**src/rtl/rom_dl_pkg.sv**
```systemverilog
// Shared types and helpers for the ioctl ROM download router.
// Region decode is a priority scan over ascending region base addresses.
package rom_dl_pkg;

   typedef enum logic [2:0] {
      ST_IDLE,
      ST_LOAD,
      ST_DRAIN,
      ST_HOLD,
      ST_DONE
   } state_t;

   localparam int CSUM_W      = 16;
   localparam int MAX_REGIONS = 8;

   // Highest region whose base is at or below addr; bases are 32-bit zero-extended slices.
   function automatic logic [2:0] region_of(
      input logic [31:0]               addr,
      input logic [MAX_REGIONS*32-1:0] bases,
      input int                        num
   );
      logic [2:0] r;
      r = '0;
      for (int i = 0; i < MAX_REGIONS; i++) begin
         if (i < num && addr >= bases[i*32 +: 32]) r = 3'(i);
      end
      return r;
   endfunction

endpackage

```
**src/rtl/rom_dl_skid.sv**
```systemverilog
// One-entry pending register with ready/wait handshake.
// A new entry is taken when empty or when the current one drains this cycle.
module rom_dl_skid #(
   parameter int W = 8
) (
   input  logic         clk_sys,
   input  logic         rst_n,
   input  logic         in_valid,
   input  logic [W-1:0] in_data,
   input  logic         ready,
   output logic         pending,
   output logic [W-1:0] out_data,
   output logic         fire,
   output logic         wait_req
);

   logic capture;

   assign fire     = pending & ready;
   assign wait_req = pending & ~ready;
   // An arrival while stalled is dropped so the held entry stays stable.
   assign capture  = in_valid & (~pending | ready);

   always_ff @(posedge clk_sys or negedge rst_n) begin
      if (!rst_n) begin
         pending  <= 1'b0;
         out_data <= '0;
      end else if (capture) begin
         pending  <= 1'b1;
         out_data <= in_data;
      end else if (fire) begin
         pending  <= 1'b0;
      end
   end

endmodule

```
**src/rtl/rom_download_router.sv**
```systemverilog
// Routes the hps_io ioctl byte stream into per-region ROM write strobes,
// tracks a load checksum and holds the game core in reset until loaded.
//
// state    | meaning
// ---------+-----------------------------------------------------------
// ST_IDLE  | no load seen since reset
// ST_LOAD  | download active, bytes captured and forwarded
// ST_DRAIN | download ended, waiting for the last pending byte
// ST_HOLD  | core kept in reset for HOLD_CYCLES after the final byte
// ST_DONE  | ROM loaded, core released
module rom_download_router
   import rom_dl_pkg::*;
#(
   parameter int                          NUM_REGIONS = 4,
   parameter int                          ADDR_W      = 25,
   parameter int                          REGION_AW   = 14,
   parameter logic [NUM_REGIONS*ADDR_W-1:0] REGION_BASE =
      {25'h3000, 25'h2000, 25'h1000, 25'h0},
   parameter logic [ADDR_W-1:0]           TOTAL_SIZE  = 25'h4000,
   parameter logic [7:0]                  LOAD_INDEX  = 8'd0,
   parameter int                          HOLD_CYCLES = 16
) (
   input  logic                   clk_sys,
   input  logic                   RESET_n,
   input  logic                   ioctl_download,
   input  logic [7:0]             ioctl_index,
   input  logic                   ioctl_wr,
   input  logic [ADDR_W-1:0]      ioctl_addr,
   input  logic [7:0]             ioctl_dout,
   output logic                   ioctl_wait,
   input  logic                   dn_ready,
   output logic [NUM_REGIONS-1:0] rom_we,
   output logic [REGION_AW-1:0]   rom_addr,
   output logic [7:0]             rom_data,
   output logic                   core_reset_n,
   output logic                   load_done,
   output logic [CSUM_W-1:0]      checksum,
   output logic                   overflow,
   output logic                   short_load
);

   localparam int RIDX_W = (NUM_REGIONS > 1) ? $clog2(NUM_REGIONS) : 1;
   localparam int PAY_W  = RIDX_W + REGION_AW + 8;
   localparam int HOLD_W = (HOLD_CYCLES > 1) ? $clog2(HOLD_CYCLES) : 1;

   state_t                   state, state_nxt;
   logic                     idx_match, start_load, wr_ok, in_range;
   logic [MAX_REGIONS*32-1:0] bases32;
   logic [2:0]               region;
   logic [RIDX_W-1:0]        ridx, pend_ridx;
   logic [ADDR_W-1:0]        base_sel;
   logic [REGION_AW-1:0]     rel;
   logic                     pend, fire;
   logic [PAY_W-1:0]         pay;
   logic [ADDR_W-1:0]        count, count_inc, count_after;
   logic [HOLD_W-1:0]        hold_tmr;

   assign idx_match  = (ioctl_index == LOAD_INDEX);
   assign start_load = ioctl_download & idx_match;
   assign wr_ok      = (state == ST_LOAD) & ioctl_wr & idx_match;
   assign in_range   = (ioctl_addr < TOTAL_SIZE);

   always_comb begin
      bases32 = '0;
      for (int i = 0; i < NUM_REGIONS; i++) begin
         bases32[i*32 +: 32] = 32'(REGION_BASE[i*ADDR_W +: ADDR_W]);
      end
      region   = region_of(32'(ioctl_addr), bases32, NUM_REGIONS);
      ridx     = RIDX_W'(region);
      base_sel = REGION_BASE[ridx*ADDR_W +: ADDR_W];
      rel      = REGION_AW'(ioctl_addr - base_sel);
   end

   rom_dl_skid #(.W(PAY_W)) u_skid (
      .clk_sys  (clk_sys),
      .rst_n    (RESET_n),
      .in_valid (wr_ok & in_range),
      .in_data  ({ridx, rel, ioctl_dout}),
      .ready    (dn_ready),
      .pending  (pend),
      .out_data (pay),
      .fire     (fire),
      .wait_req (ioctl_wait)
   );

   assign pend_ridx = pay[PAY_W-1 -: RIDX_W];
   assign rom_addr  = pay[8 +: REGION_AW];
   assign rom_data  = pay[7:0];

   always_comb begin
      rom_we = '0;
      for (int i = 0; i < NUM_REGIONS; i++) begin
         rom_we[i] = fire & (pend_ridx == RIDX_W'(i));
      end
   end

   assign count_inc   = (count == '1) ? count : count + 1'b1;
   assign count_after = fire ? count_inc : count;

   always_comb begin
      state_nxt = state;
      case (state)
         ST_IDLE:  if (start_load)      state_nxt = ST_LOAD;
         ST_LOAD:  if (!ioctl_download) state_nxt = ST_DRAIN;
         // Leave as soon as nothing will be pending next cycle, so the hold
         // window starts right after the final strobe.
         ST_DRAIN: if (!pend || fire)   state_nxt = ST_HOLD;
         ST_HOLD:  if (hold_tmr == '0)  state_nxt = ST_DONE;
         ST_DONE:  if (start_load)      state_nxt = ST_LOAD;
         default:                       state_nxt = ST_IDLE;
      endcase
   end

   always_ff @(posedge clk_sys or negedge RESET_n) begin
      if (!RESET_n) begin
         state      <= ST_IDLE;
         checksum   <= '0;
         count      <= '0;
         overflow   <= 1'b0;
         short_load <= 1'b0;
         hold_tmr   <= '0;
      end else begin
         state <= state_nxt;
         if (state != ST_LOAD && state_nxt == ST_LOAD) begin
            checksum   <= '0;
            count      <= '0;
            overflow   <= 1'b0;
            short_load <= 1'b0;
         end else begin
            if (fire) begin
               checksum <= checksum + CSUM_W'(rom_data);
               count    <= count_inc;
            end
            if (wr_ok && !in_range) overflow <= 1'b1;
            if (state == ST_DRAIN && state_nxt == ST_HOLD) begin
               short_load <= (count_after < TOTAL_SIZE);
            end
         end
         if (state == ST_DRAIN && state_nxt == ST_HOLD) begin
            hold_tmr <= HOLD_W'(HOLD_CYCLES - 1);
         end else if (state == ST_HOLD && hold_tmr != '0) begin
            hold_tmr <= hold_tmr - 1'b1;
         end
      end
   end

   assign load_done    = (state == ST_DONE);
   assign core_reset_n = (state == ST_DONE);

endmodule

```
**config.mk**
```make
export PLATFORM = sky130hd
export DESIGN_NAME = rom_download_router
export DESIGN_NICKNAME = d
export VERILOG_FILES = /design/src/rtl/rom_dl_pkg.sv /design/src/rtl/rom_dl_skid.sv /design/src/rtl/rom_download_router.sv
export SDC_FILE = /design/constraint.sdc
export NUM_CORES = 1
export LEC_CHECK = 0
export ABC_AREA = 1
export CORE_MARGIN = 1
export CORE_UTILIZATION = 52
export DETAILED_ROUTE_END_ITERATION = 12
export PLACE_DENSITY = 0.88
export SETUP_SLACK_MARGIN = 0.1
export SLEW_MARGIN = 10
export SYNTH_ARGS = -nofsm -noshare
export SYNTH_HDL_FRONTEND = slang
export SYNTH_SLANG_ARGS = --single-unit
```
**constraint.sdc**
```tcl
create_clock -name clk_sys -period 2.2 [get_ports clk_sys]
set_input_delay 0.44 -clock clk_sys [delete_from_list [all_inputs] [get_ports clk_sys]]
set_output_delay 0.44 -clock clk_sys [all_outputs]
set_load 0.05 [all_outputs]
```
* After elaboration in Yosys (flattened, before gate mapping) *
Cells that the tools add are included.

word-level totals
  output and inout port bits = 47
  bits in registers = 75
  word-level logic and storage cells = 83
  input port bits = 46

cells by class
  mux-type cells = 21
  reductions and logical operators = 18
  $add $sub $neg = 4
  bitwise operators = 14
  multiply operators = 1
  shifts and indexed selects = 1
  $lt $le $gt $ge = 5
  eq/ne operators = 11

operators with widths
  kind                         count
  $shiftx A100 B8 Y14 const A  1
  $mux W25                     3
  $ge A25 B14 Y1 const B       2
  $lt A25 B15 Y1 const B       2
  $mux W16                     2
  $add A25 B1 Y25 const B      1
  $eq A25 B25 Y1 const B       1
  $ge A25 B13 Y1 const B       1
  $add A16 B8 Y16              1
  $sub A14 B14 Y14             1
  $mux W3                      4
  $pmux W3 S4                  1
  $and A1 B1 Y1                11
  $reduce_bool A2 Y1           5
  $eq A3 B2 Y1 const B         3
  $logic_not A8 Y1             1
  $mux W4                      2
  $mul A2 B5 Y7 const B        1
  $mux W1                      7
  $eq A3 B1 Y1 const B         2
  $eq A2 B2 Y1 const B         2
  $logic_and A1 B1 Y1          4
  $logic_not A4 Y1             1
  $mux W2                      2
  other kinds (12)             14

* Depth between registers and ports, before layout *
Gate-level depths: netlist of the first run.

  depth after elaboration = 8
  mapped depth = 14
  depth with buffers taken out = 14

* Hierarchy *
A second synthesis of the first run with hierarchy kept.

unflattened totals
  cells, all modules = 576
  area, all modules = 4,364.2 sq um

modules (own cells, without submodules)
  module               seq. area each (sq um)  area an instance (sq um)  cells an instance  instances
  rom_download_router  1,251.2                 3,342.0                   465                1
  rom_dl_skid          625.6                   1,022.2                   111                1

* Worst setup path after synthesis of the first run *
No wires, ideal clock.

  path type = input-to-output
  from = input dn_ready
  to = output rom_we[0]
  slack = -78 ps
  data required time = 1,760 ps
  cell stages on the path = 3
  path buffers = 1
  arrival = 1,838 ps
  cell sequence = nand2_1 > clkbuf_1 > nor3_1

between the ends
  longest elaborated chain between the ends = 2

ends and longest elaborated chain
  what           line                       RTL
  from (decl)    rom_download_router.sv:31  input logic dn_ready,
  $and A1 B1 Y1  rom_dl_skid.sv:19          assign fire = pending & ready;
  $and A1 B1 Y1  rom_download_router.sv:93  rom_we[i] = fire & (pend_ridx == RIDX_W'(i));
  to (decl)      rom_download_router.sv:32  output logic [NUM_REGIONS-1:0] rom_we,

Every way passes these cells.

* Worst setup path in the final report of the first run *
  from = register u_skid.out_data[0]
  to = output rom_data[0]

RTL lines
  what                    line                       RTL
  from (decl)             rom_dl_skid.sv:12          output logic [W-1:0] out_data,
  from (signal assigned)  rom_dl_skid.sv:30          out_data <= in_data;
  to (decl)               rom_download_router.sv:34  output logic [7:0] rom_data,

No word-level cell between the ends.

==> results of run 1 <==
==> area by class of cell <==
class / instances / share of cell area, %
sequential: 75 / 31.7
timing repair buffer: 125 / 20.8
multi-input combinational: 417 / 37.3
clock inverter: 6 / 1.63
tap: 105 / 2.22
inverter: 64 / 4.05
clock buffer: 10 / 2.32
==> metrics by stage <==
step / setup TNS (ps) / std cells / power [mW] / instance area [sq um]
2_1_floorplan: -311 / 594 / 1.81 / 4450
3_3_place_gp: 0 / 774 / 1.99 / 5470
3_5_place_dp: 0 / 774 / 2.02 / 5470
4_1_cts: 0 / 794 / 3.24 / 5760
5_1_grt: -16.4 / 802 / 3.39 / 5930
6_report: -2.99 / 802 / 3.26 / 5930
==> cell families after synthesis <==
| group | synth area share [%] |
|---|---|
| xor gates and xnor gates | 2.36 |
| adders and majority gates | 3.55 |
| DFF | 42.2 |
| AOI/OAI and AO/OA | 7.26 |
| buffers and inverters | 10.9 |
| and+or+nand+nor | 33.7 |
==> registers in the layout, summed over array words and instances (netlist names) <==
signal,count
short_load,1
state,3
overflow,1
u_skid.pending,1
hold_tmr,4
checksum,16
count,25
u_skid.out_data,24
==> layout by cell type (no fill, tap or decap), types with 6 or more instances in the layout <==
master / n
nand3_1: 61
a21oi_1: 24
buf_12: 6
inv_1: 60
nor3_1: 8
clkbuf_8: 10
ha_1: 8
nor2_1: 69
clkdlybuf4s50_1: 81
buf_4: 34
nand2_1: 153
dfrtp_1: 74
nand4_1: 14
o21ai_0: 15
xor2_1: 6
==> how the worst min path moves through the flow <==
stage	end
2_1_floorplan	checksum[0]$_DFFE_PN0P_
6_report	count[24]$_DFF_PN0_
4_1_cts	count[2]$_DFFE_PN0P_
3_5_place_dp	u_skid.out_data[15]$_DFFE_PN0P_
5_1_grt	count[2]$_DFFE_PN0P_
3_3_place_gp	u_skid.out_data[8]$_DFFE_PN0P_
==> where the power goes <==
group	switching [mW]	internal [mW]	leakage, nW
clock	0.574	0.684	0.115
sequential	0.0670	1.45	0.964
combinational	0.281	0.198	1.92
total	0.922	2.33	3.00
==> metal layers <==
layer  vias to the layer above  GRT usage, %
li1                       2093             -
met1                      2105          32.0
met2                       214          48.9
met3                        53          4.83
met4                         0          17.0
met5                         -             0
==> worst max-delay path, cell delays in order, from the launching register on <==
cell and delay, ps:
dfrtp_1 440, buf_4 150, clkdlybuf4s50_1 820
==> timing repair <==
action / CTS / global route
pin swaps: 3 / 7
setup buffers: 4 / 8
hold endpoints to repair: 0 / 0
resized for setup: 10 / 21
setup endpoints to repair: 11 / 21
==> metrics.cfg, run 1 <==
[status]
outcome = finished, violations left
violations = setup timing

[floorplan]
start_util_pct = 53.8
dieArea_sq_um = 8920
io_pins = 93
die_y_microns = 94.5
core_sq_um = 8260
rows = 33
die_x_microns = 94.5

[yosys]
ys.flop_type = dfrtp_1
synth_nets = 652
netlist_area_sq_um = 4440
synth-edff-count = 0
synth_warnings = 0
seq_area_frac_synth_pct = 42.2
yosys.cell_types.count = 37
synth_commonest_cells = nand2_1 (156), dfrtp_1 (75), nor2_1 (70)
syn_area_per_cell_sq_um = 7.48
netlist.area_leader.share_pct = 42.2
synthCells = 594
synth.most_common_cell = nand2_1
synth.ff_latch_count = 75
ys_async_sr_fraction_pct = 100
synth_area_leader_cell = dfrtp_1
synth_area_leaders = dfrtp_1 (42%), nand2_1 (13%), nand3_1 (7.3%)

[drt]
vias = 4465
drtAntennaViolNets = 0
drt_iter0_markers = 362
dr.pass1.iters = 5
routed-wl-met3_microns = 767
avgRoutedWirePerCell_microns = 15.7
dr_wl_met2_microns = 6490
routed_wirelength_microns = 12600
m1WireLength_microns = 4800
via_per_inst = 5.57
top_layer = met4
drc = 0

[sta]
fin_skew_ps = 13.4
rsz0062_at_grt = yes
whs_ps = 72.7
slew_violations = 0
relSlewSlack_pct = 63.1
tightest_slew_ps = 553
timing.fmax_mhz = 454
fin_crit_ps = 2200
setup_viol = 1
hold_viol_final = 0
period_share_pct = 100
layout_setup_ws_ps = -2.99

[clock_tree]
cts_root_buf = clkbuf_8
cts.sinks = 75
htree_levels = 3
holdBufCountCts = 0
insertion_delay_ps = 360
clockBufferDepth = 2
path_clk_slew_ps = 90
cts_tree = built
numCtsBuffers = 9

[placement]
port_buffers = 92
hpwlAfterDp_microns = 7990
gp_congestion = 0.954
pre_cts_slack_ps = 3.16

[worst_setup_path]
r2r_setup_slack_ps = 80
r2r_cells = 10
startpoint_type = register
path_max_fanout = 2
timing.rr.end = checksum[11]$_DFFE_PN0P_
critical_path_required_ps = 1760
crit_path_start = u_skid.out_data[0]$_DFFE_PN0P_
worstSetupPathType = register to output pin
worstPathArrival_ps = 1760
cp-endpoint = rom_data[0]
worst_setup_path_end_kind = output pin
rr_startpoint = u_skid.out_data[2]$_DFFE_PN0P_

[power_and_ir_drop]
p_per_area_nw_per_um2 = 550
p_leak_nw = 3.00
peakVddDrop_uv = 337

[grt]
grt_pass1_vias = 4407
grt_max_degree = 76
grt_overflow = 0
grt_pass1_wl_microns = 19500
grt_usage_pct = 28.0
antenna_found_initial = 0

[finish]
drive_above_1_share_pct = 13.9
area_growth_pct = 33.3
multi_input_comb_area_sq_um = 2210
n_fill_cell = 574
antenna_cells = 0
fin_nets = 750
fin_util_pct = 71.8
regArea_sq_um = 1880

[hold_path]
min_path_type = primary input to async pin

[job]
drv_cap = 0

Note: power is estimated with default switching activity, not from simulation.
==> run 2: changes to the inputs <==
Settings changed: CAP_MARGIN set to 20.
==> results of run 2 <==
No change in the layout: final DEF, timing and power equal those of run 1.
